`config.mk`:
```
export PLATFORM = sky130hd
export DESIGN_NAME = lcd_update_sequencer_flat
export DESIGN_NICKNAME = d
export VERILOG_FILES = /design/src/rtl/lcd_update_sequencer_if.sv /design/src/rtl/lcd_update_sequencer.sv /design/src/flat_wrapper.sv
export SDC_FILE = /design/constraint.sdc
export NUM_CORES = 1
export LEC_CHECK = 0
export ABC_AREA = 1
export BUFFER_PORTS_ARGS = -buffer_cell sky130_fd_sc_hd__buf_4
export CORE_UTILIZATION = 41
export DETAILED_ROUTE_END_ITERATION = 10
export GPL_TIMING_DRIVEN = 0
export MAX_ROUTING_LAYER = met4
export SLEW_MARGIN = 20
export SYNTH_ARGS = -nofsm -noshare
export SYNTH_HDL_FRONTEND = slang
export SYNTH_SLANG_ARGS = --single-unit
```
`constraint.sdc`:
```
create_clock -name clk -period 6.3 [get_ports clk]
set_clock_uncertainty 0.15 [all_clocks]
set_input_delay 1.89 -clock clk [delete_from_list [all_inputs] [get_ports clk]]
set_output_delay 1.89 -clock clk [all_outputs]
set_load 0.02 [all_outputs]
```
`src/rtl/lcd_update_sequencer_if.sv`:
```
// Byte-stream handshake between the LCD update sequencer and the LCD writer.
// The sequencer drives valid/rs/data and the writer answers with ready.
interface lcd_update_sequencer_if;
  logic       lcd_valid;
  logic       lcd_rs;
  logic [7:0] lcd_data;
  logic       lcd_ready;

  modport master (
    output lcd_valid,
    output lcd_rs,
    output lcd_data,
    input  lcd_ready
  );

  modport slave (
    input  lcd_valid,
    input  lcd_rs,
    input  lcd_data,
    output lcd_ready
  );
endinterface

```
`src/rtl/lcd_update_sequencer.sv`:
```
// LCD update sequencer: waits out the LCD power-on time, initialises the
// display, then writes the name of the selected filter on line one. After
// that it rewrites the line whenever filter_type differs from what is shown.
module lcd_update_sequencer #(
  parameter int unsigned STARTUP_CYCLES = 2000000,
  parameter int unsigned CLEAR_CYCLES   = 100000
) (
  input  logic                   clk,
  input  logic                   rst_n,
  input  logic [1:0]             filter_type,
  lcd_update_sequencer_if.master lcd,
  output logic                   busy,
  output logic [1:0]             shown_type
);

  localparam int unsigned MAX_CYC = (STARTUP_CYCLES > CLEAR_CYCLES) ? STARTUP_CYCLES : CLEAR_CYCLES;
  localparam int unsigned CNT_W   = (MAX_CYC < 2) ? 1 : $clog2(MAX_CYC + 1);

  typedef enum logic [2:0] {
    ST_STARTUP,
    ST_INIT,
    ST_CLR_WAIT,
    ST_UPDATE,
    ST_IDLE
  } state_e;

  state_e             state_q,  state_d;
  logic [CNT_W-1:0]   cnt_q,    cnt_d;
  logic [3:0]         idx_q,    idx_d;
  logic               hdr_q,    hdr_d;
  logic [1:0]         target_q, target_d;
  logic [1:0]         shown_q,  shown_d;

  logic               startup_done;
  logic               clr_done;
  logic               xfer;

  // Initialisation command for a given position in the init burst.
  function automatic logic [7:0] init_cmd(input logic [1:0] i);
    case (i)
      2'd0:    return 8'h38;
      2'd1:    return 8'h0C;
      default: return 8'h01;
    endcase
  endfunction

  // Character i of the 16-character, space-padded filter name.
  function automatic logic [7:0] name_char(input logic [1:0] t, input logic [3:0] i);
    logic [127:0] row;
    logic [6:0]   pos;
    case (t)
      2'b00:   row = {"NO FILTER",   {7{8'h20}}};
      2'b01:   row = {"EDGE DETECT", {5{8'h20}}};
      2'b10:   row = {"BLUR",        {12{8'h20}}};
      default: row = {"INVERT",      {10{8'h20}}};
    endcase
    pos = {4'd15 - i, 3'b000};
    return row[pos +: 8];
  endfunction

  // The counter never climbs past its limit, so zero-length waits cannot wrap.
  assign startup_done = (32'(cnt_q) + 32'd1 >= STARTUP_CYCLES);
  assign clr_done     = (32'(cnt_q) >= CLEAR_CYCLES);
  assign xfer         = lcd.lcd_valid && lcd.lcd_ready;

  // State and datapath registers with synchronous active-low reset.
  always_ff @(posedge clk) begin
    if (!rst_n) begin
      state_q  <= ST_STARTUP;
      cnt_q    <= '0;
      idx_q    <= 4'd0;
      hdr_q    <= 1'b0;
      target_q <= 2'b00;
      shown_q  <= 2'b00;
    end else begin
      state_q  <= state_d;
      cnt_q    <= cnt_d;
      idx_q    <= idx_d;
      hdr_q    <= hdr_d;
      target_q <= target_d;
      shown_q  <= shown_d;
    end
  end

  // Next-state logic: waits, byte stepping and update triggering.
  always_comb begin
    state_d  = state_q;
    cnt_d    = cnt_q;
    idx_d    = idx_q;
    hdr_d    = hdr_q;
    target_d = target_q;
    shown_d  = shown_q;
    case (state_q)
      ST_STARTUP: begin
        if (startup_done) begin
          state_d = ST_INIT;
          cnt_d   = '0;
          idx_d   = 4'd0;
        end else begin
          cnt_d = cnt_q + CNT_W'(1);
        end
      end
      ST_INIT: begin
        if (xfer) begin
          if (idx_q == 4'd2) begin
            state_d = ST_CLR_WAIT;
            cnt_d   = '0;
            idx_d   = 4'd0;
          end else begin
            idx_d = idx_q + 4'd1;
          end
        end
      end
      ST_CLR_WAIT: begin
        if (!clr_done) begin
          cnt_d = cnt_q + CNT_W'(1);
        end else if (xfer) begin
          state_d  = ST_UPDATE;
          target_d = filter_type;
          hdr_d    = 1'b0;
          idx_d    = 4'd0;
        end
      end
      ST_UPDATE: begin
        if (xfer) begin
          if (!hdr_q) begin
            hdr_d = 1'b1;
          end else if (idx_q == 4'd15) begin
            shown_d = target_q;
            state_d = ST_IDLE;
          end else begin
            idx_d = idx_q + 4'd1;
          end
        end
      end
      ST_IDLE: begin
        if (filter_type != shown_q) begin
          state_d  = ST_UPDATE;
          target_d = filter_type;
          hdr_d    = 1'b0;
          idx_d    = 4'd0;
        end
      end
      default: begin
        state_d = ST_STARTUP;
        cnt_d   = '0;
      end
    endcase
  end

  // Output decode: byte presentation depends only on registered state, so it holds while stalled.
  always_comb begin
    lcd.lcd_valid = 1'b0;
    lcd.lcd_rs    = 1'b0;
    lcd.lcd_data  = 8'h00;
    case (state_q)
      ST_INIT: begin
        lcd.lcd_valid = 1'b1;
        lcd.lcd_data  = init_cmd(idx_q[1:0]);
      end
      ST_CLR_WAIT: begin
        if (clr_done) begin
          lcd.lcd_valid = 1'b1;
          lcd.lcd_data  = 8'h06;
        end
      end
      ST_UPDATE: begin
        lcd.lcd_valid = 1'b1;
        if (!hdr_q) begin
          lcd.lcd_data = 8'h80;
        end else begin
          lcd.lcd_rs   = 1'b1;
          lcd.lcd_data = name_char(target_q, idx_q);
        end
      end
      default: begin
        lcd.lcd_valid = 1'b0;
      end
    endcase
  end

  assign busy       = (state_q != ST_IDLE);
  assign shown_type = shown_q;

endmodule

```
`src/flat_wrapper.sv`:
```
// flat-port wrapper written by rule: the top's interface ports become plain ports
module lcd_update_sequencer_flat 
#(
  parameter int unsigned STARTUP_CYCLES = 2000000,
  parameter int unsigned CLEAR_CYCLES   = 100000
)
  (clk, rst_n, filter_type, busy, shown_type, lcd_lcd_valid, lcd_lcd_rs, lcd_lcd_data, lcd_lcd_ready);
  lcd_update_sequencer_if lcd_i ();
  input  logic clk;
  input  logic rst_n;
  input  logic [1:0] filter_type;
  output logic busy;
  output logic [1:0] shown_type;
  output wire logic [$bits(lcd_i.lcd_valid)-1:0] lcd_lcd_valid;
  output wire logic [$bits(lcd_i.lcd_rs)-1:0] lcd_lcd_rs;
  output wire logic [$bits(lcd_i.lcd_data)-1:0] lcd_lcd_data;
  input wire logic [$bits(lcd_i.lcd_ready)-1:0] lcd_lcd_ready;
  assign lcd_lcd_valid = lcd_i.lcd_valid;
  assign lcd_lcd_rs = lcd_i.lcd_rs;
  assign lcd_lcd_data = lcd_i.lcd_data;
  assign lcd_i.lcd_ready = lcd_lcd_ready;
  lcd_update_sequencer #(.STARTUP_CYCLES(STARTUP_CYCLES), .CLEAR_CYCLES(CLEAR_CYCLES)) u_core (.clk(clk), .rst_n(rst_n), .filter_type(filter_type), .lcd(lcd_i), .busy(busy), .shown_type(shown_type));
endmodule
```
# Word-level counts from Yosys, hierarchy flattened
# Index checks and enable logic that the tools add are counted.
# op_classes
add_sub_neg	4
order_cmp	2
eq_ne	22
shift	1
muxes	45
bitwise	1
reduce_logical	15
# ops
cell	count
case mux 124 bit (3 select lines)	1
2-to-1 mux 128 bit	2
indexed part select 128 x 8 -> 8 bit	1
2-to-1 mux 21 bit	4
case mux 21 bit (4 select lines)	1
2-to-1 mux 4 bit	9
greater-or-equal comparator 32 x 21 -> 1 bit, second input constant	1
2-to-1 mux 3 bit	10
case mux 8 bit (3 select lines)	1
adder 21 x 1 -> 22 bit, second input constant	1
adder 21 x 1 -> 21 bit, second input constant	1
greater-or-equal comparator 21 x 17 -> 1 bit, second input constant	1
case mux 4 bit (5 select lines)	1
!= test 2 x 1 -> 1 bit, second input constant	9
AND reduction 9 bit	2
case mux 3 bit (5 select lines)	1
case mux 6 bit (2 select lines)	1
AND reduction 4 bit	3
2-to-1 mux 8 bit	1
2-to-1 mux 1 bit	7
== test 3 x 2 -> 1 bit, second input constant	2
2-to-1 mux 2 bit	3
AND reduction 5 bit	1
nonzero test 5 bit	1
other kinds (21)	25
# word_totals
ff_bits	33
inputBits	5
elab_cells	96

# Logic depth before layout (Yosys ltp)
# Gate-level depths: netlist of the first run.
# logic_depth
depth_word	7
mapped_depth	17

# Worst setup path after synthesis of the first run
# OpenSTA, ideal clock, no wires.
# synth_path
path_kind	reg2out
startpoint	register u_core.idx_q[0]
endpoint	output port lcd_lcd_data[1]
arrival_time_ps	2010
t_required_ps	4260
slack_ps	2250
stages_incl_launch_ff	9
path_buffers	2
cell_sequence	dfxtp_1 -> clkbuf_1 -> inv_1 -> clkbuf_1 -> ha_1 -> nand2_1 -> nand3_1 -> nand2_1 -> o31ai_1
# synth_between
elab_chain_len	4
# synth_rtl
element	line	rtl
start, declared	lcd_update_sequencer.sv:29	logic [3:0] idx_q, idx_d;
start signal, assigned	lcd_update_sequencer.sv:78	idx_q <= idx_d;
subtractor 4 bit	lcd_update_sequencer.sv:57	pos = {4'd15 - i, 3'b000};
indexed part select 128 x 8 -> 8 bit	lcd_update_sequencer.sv:58	return row[pos +: 8];
2-to-1 mux 8 bit	lcd_update_sequencer.sv:169	if (!hdr_q) begin
case mux 8 bit (3 select lines)	lcd_update_sequencer.sv:156	case (state_q)
end, declared	flat_wrapper.sv:16	output wire logic [$bits(lcd_i.lcd_data)-1:0] lcd_lcd_data;
# No other way between the ends.

# Worst setup path in the final report of the first run
# Ends and elaborated chain as after synthesis.

==> results.toml, run 1 <==
[synthesis]
synthCells = 484
avgSynthCellArea_um2 = 5.96
ys.warnings.count = 0
yosysSeqAreaShare_pct = 22.9
synth_compound_area_share_pct = 13.4
ys_types = 33
synthAdderAreaFrac_pct = 6.50
synthMuxAreaShare_pct = 0
synth.area.top_cells = "dfxtp_1, nand2_1, nor2_1"
synth_top_family_by_area = "simple AND/OR/NAND/NOR gates"
synthSimpleGateAreaFrac_pct = 45.0
synth_seq_cells = 33
synth.net_count = 504
netlist_area_um2 = 2890
yosysTopAreaCell = "dfxtp_1"
netlist.area_leader.share_pct = 22.9
synthXorXnorAreaFrac_pct = 3.34

[run]
maxCapViolCount = 0

[critical_path]
slowest_stage = "clkbuf_1"
critical_path_class = "register to output pin"
arrival_ns = 2.56
endpoint_kind = "output pin"
worstSetupStartpointType = "register"
critPathMaxFanout = 13
cp_top_family = "buffers and inverters"
critical_path.cell_chain = "clkbuf_1, inv_1, clkbuf_1, ha_1, nand2_1, nand3_1, nand2_1, o31ai_1, buf_4"
crit_required_ns = 4.26
cpPeakStageDelay_ns = 0.38
path_buf_inv = 4

[sta]
drv_slew = 0
rsz0062_at_grt = "false"
slew_headroom_pct = 59.6
fmax_ghz = 0.217
hold_viol = 0
tightest_slew_ns = 0.606
hold_slack_ns = 0.333
final-setup-viol-count = 0
final.setup.tns_ns = 0
fin_crit_sh_pct = 73.0
min_period_ns = 4.60

[placed_design]
port_buffers = 17
hpwl_um = 5880
dp_cells = 597
globalplace.congestion = 0.954

[drt]
drtPass1Iterations = 4
vias = 3030
drcViolationCount = 0
wl_per_cell_um = 12.5
wl_um = 7540
ant_nets = 0
drt_iter0_drc = 233
via_per_inst = 5.01

[grt]
grt_use_met2_pct = 30.4
antenna_found_initial = 0
use_met1_pct = 34.4
grt_usage_pct = 22.5
grt_overflow_total = 0
grt_pass1_wl_um = 12800
top_usage_layer = "met1"
grt_pass1_vias = 2630
grt.met3_usage_pct = 3.56
grt_max_degree = 14

[clocking]
cts_root_buf = "clkbuf_8"
cts_num_sinks = 33
cts.path.max_buffers = 2
cts_buffers = 5
cts_hold_buf = 0
cts_resized = 0
path_clk_slew_ns = 0.07
cts-htree-levels = 2
cts_setup_buffers = 0
clk_latency_ns = 0.29
cts_tree = "built"

[final_layout]
drive_above_1_share_pct = 12.0
syn_to_final_growth_pct = 12.6
final_common_cell = "nand2_1"
fin_cells = 605
layout.nets = 528
layout_common_cells = "nand2_1, nor2_1, inv_1, a21oi_1, dfxtp_1"
n_antenna_cell = 0

[floorplan]
core_area_um2 = 6790
die_height_um = 85.9
die_x_um = 85.9
io_pins = 18
start_util_pct = 42.5
rows = 30
die_area_um2 = 7380

[power]
peakVddDrop_mv = 0.249
power_leakage_nw = 1.28
powerDensity_nw_per_um2 = 359

[worst_hold_path]
hold_class = "register to register"

[status]
status = "finished clean"
-- routing by layer --
| layer | part of all wire, % | vias up |
|---|---|---|
| li1 | - | 1601 |
| met4 | 1.1 | 0 |
| met3 | 4.6 | 8 |
| met5 | 0 | - |
| met1 | 53 | 1360 |
| met2 | 41 | 61 |
-- flip-flops by register name (all words and copies together), names as in the netlist --
name,flops
u_core.state_q,3
u_core.hdr_q,1
u_core.cnt_q,21
u_core.target_q,2
u_core.idx_q,4
u_core.shown_type,2
-- Yosys cell counts (all sizes together) --
library cell    n
nor3            8
dfxtp          33
a211oi          1
xor2            5
inv            49
o21bai          1
nand4           8
xnor2           6
clkinv          2
buf             5
o211ai          1
nor4            1
clkbuf          7
nand3          30
nor2           90
nand3b          4
a21oi          39
o22ai           2
and2            1
o21ai          28
o31ai           2
ha             15
nand2         146
-- worst paths after layout --
path | depth (start not counted) | end | slack, ns | startpoint
hold / removal | 2 | u_core.shown_type[1] | 0.33 | u_core.shown_type[1]
setup / recovery | 9 | lcd_lcd_data[1] | 1.70 | u_core.idx_q[0]
setup reg to reg | 13 | u_core.cnt_q[14] | 3.24 | u_core.idx_q[0]
hold reg to reg | 2 | u_core.shown_type[1] | 0.33 | u_core.shown_type[1]
-- tightest hold or removal path, cell delays in order (launching register included) --
cell     delay [ns]
dfxtp_1        0.33
inv_1          0.06
a21oi_1        0.05
-- kinds of logic (layout without fill, tap and decap cells) --
group                      after synthesis  after routing
and+or+nand+nor                        288            288
AOI/OAI and AO/OA                       74             74
buffers and inverters                   63             88
DFF                                     33             33
adders and majority gates               15             15
xor gates and xnor gates                11             11
-- report_power, final --
| part | leakage [nW] | total (mW) | internal (mW) | switching, mW |
|---|---|---|---|---|
| combinational | 0.949 | 0.692 | 0.223 | 0.469 |
| clock | 0.0585 | 0.210 | 0.129 | 0.0812 |
| sequential | 0.267 | 0.266 | 0.237 | 0.0286 |
| total | 1.28 | 1.17 | 0.589 | 0.579 |
-- per-stage QoR --
stage / util [%] / area [µm²] / total power [mW] / setup WS, ns
2_1_floorplan: - / 2890 / 0.783 / 2.25
3_3_place_gp: 46.1 / 3130 / 0.950 / 2.00
3_5_place_dp: 46.1 / 3130 / 0.952 / 2.04
4_1_cts: 47.8 / 3250 / 1.17 / 1.72
5_1_grt: 47.8 / 3250 / 1.27 / 1.48
6_report: 47.8 / 3250 / 1.17 / 1.70
-- area by class of cell --
class,count,area (µm²)
Buffer,12,67.6
Clock buffer,7,86.3
Clock inverter,1,30.0
Fill cell,710,3540
Inverter,51,191
Multi-Input combinational cell,388,1970
Sequential cell,33,661
Tap cell,96,120
Timing Repair Buffer,17,128
Note: power is estimated with default switching activity, not from simulation.
==> run 2: changes to the inputs <==
clock period = 3.95 ns   (was 6.3 ns; I/O delays follow)
==> results.toml, run 2 (same netlist as run 1, synthesis figures left out) <==
[power]
clkPwrFrac_pct = 18.0
switching_share_pct = 49.5
peakVddDrop_mv = 0.397
combinationalPowerShare_pct = 59.3
p_sw_mw = 0.924
power_leakage_nw = 1.28
powerDensity_nw_per_um2 = 573
p_seq_share_pct = 22.7
p_int_mw = 0.941

[clocking]
cts_num_sinks = 33
clk_latency_ns = 0.29
cts_tree = "built"
cts.path.max_buffers = 2
cts-htree-levels = 2
cts_root_buf = "clkbuf_8"
path_clk_slew_ns = 0.07
cts_hold_buf = 0
cts_setup_buffers = 0
cts_buffers = 5

[placed_design]
port_buffers = 17
globalplace.congestion = 0.954
hpwl_um = 5880
pre_cts_ws_ns = 0.397

[floorplan]
io_pins = 18
die_height_um = 85.9
die_area_um2 = 7380
die_x_um = 85.9
start_util_pct = 42.5
core_area_um2 = 6790
rows = 30

[drt]
ant_nets = 0
drcViolationCount = 0
drt_iter0_drc = 234
wl_um = 7550
via_per_inst = 5.01
drtPass1Iterations = 4
vias = 3029
wl_per_cell_um = 12.5

[sta]
final-setup-viol-count = 0
tightest_slew_ns = 0.608
fmax_ghz = 0.268
slew_headroom_pct = 59.5
layout_setup_ws_ns = 0.220
drv_slew = 0
rsz0062_at_grt = "false"
min_period_ns = 3.73
fin_crit_sh_pct = 94.4
hold_viol = 0
hold_slack_ns = 0.333
final.setup.tns_ns = 0

[final_layout]
n_antenna_cell = 0
largest_reg_flops = 21
reg_top3 = "u_core.cnt_q x21, u_core.idx_q x4, u_core.state_q x3"
top_register = "u_core.cnt_q"
layout_common_cells = "nand2_1, nor2_1, inv_1, a21oi_1, dfxtp_1"
final_common_cell = "nand2_1"
syn_to_final_growth_pct = 12.7
drive_above_1_share_pct = 12.2
layout.nets = 528

[grt]
grt_pass1_vias = 2630
grt_usage_pct = 22.5
grt_max_degree = 14
grt_overflow_total = 0
grt_pass1_wl_um = 12800
antenna_found_initial = 0

[run]
maxCapViolCount = 0

[critical_path]
critical_path.cell_chain = "clkbuf_2, inv_1, clkbuf_1, ha_1, o21ai_0, nand3_1, nand2_1, o31ai_1, buf_4"
cpPeakStageDelay_ns = 0.50
worstSetupStartpointType = "register"
arrival_ns = 2.39
endpoint_kind = "output pin"
slowest_stage = "clkbuf_1"
critPathMaxFanout = 13
critical_path_class = "register to output pin"
crit_required_ns = 2.61
rrSetupSlack_ns = 1.02

[worst_hold_path]
hold_class = "register to register"

[status]
status = "finished clean"
==> run 2: cell counts in the layout (fill, tap and decap cells not counted) <==
Identical to the previous run, type by type.
==> run 2: final cells by class <==
| class | count | area (µm²) |
|---|---|---|
| Buffer | 12 | 68.8 |
| Timing Repair Buffer | 17 | 128 |
| Inverter | 51 | 191 |
| Tap cell | 96 | 120 |
| Clock inverter | 1 | 30.0 |
| Fill cell | 709 | 3540 |
| Sequential cell | 33 | 661 |
| Clock buffer | 7 | 86.3 |
| Multi-Input combinational cell | 388 | 1970 |
==> run 2: stage by stage <==
stage                     cell area [µm²]  total power, mW  std cells  util, %
after global routing                 3250             2.03        605     47.9
final                                3250             1.86        605     47.9
after detailed placement             3130             1.52        597     46.1
after CTS                            3250             1.86        605     47.8
after global placement               3130             1.52        597     46.1
after floorplan                      2890             1.25        484        -
==> run 2: path summary, 6_finish.rpt <==
kind	startpoint	endpoint	cells after the start
setup / recovery	u_core.idx_q[0]	lcd_lcd_data[1]	9
hold / removal	u_core.shown_type[1]	u_core.shown_type[1]	2
setup reg to reg	u_core.idx_q[0]	u_core.cnt_q[14]	13
hold reg to reg	u_core.shown_type[1]	u_core.shown_type[1]	2
==> run 2: worst max-delay path, delay by kind of cell, from the launching register on <==
| family | cells | cell delay (ns) |
|---|---|---|
| compound gates | 2 | 0.29 |
| flops | 1 | 0.33 |
| buf+inv | 4 | 1.07 |
| simple gates | 2 | 0.17 |
| fa+ha+maj | 1 | 0.25 |
==> run 2: power by group through the flow <==
stage	logic (mW)	clock network (mW)	registers (mW)
after detailed placement	1.09	0	0.429
after global placement	1.09	0	0.428
after floorplan	0.831	0	0.418
final	1.11	0.335	0.424
after global routing	1.24	0.360	0.429
after CTS	1.10	0.347	0.421
==> run 2: metal layers <==
layer	track usage (%)	up-vias	wire (µm)
li1	-	1600	-
met1	34.4	1360	4020
met2	30.4	61	3100
met3	3.56	8	340
met4	5.15	0	85
met5	-	-	0
==> run 2: what timing repair did <==
item                                   in CTS  in global routing
gates resized for setup                     0                  2
endpoints found under the hold margin       0                  0
setup endpoints to repair                   0                  1
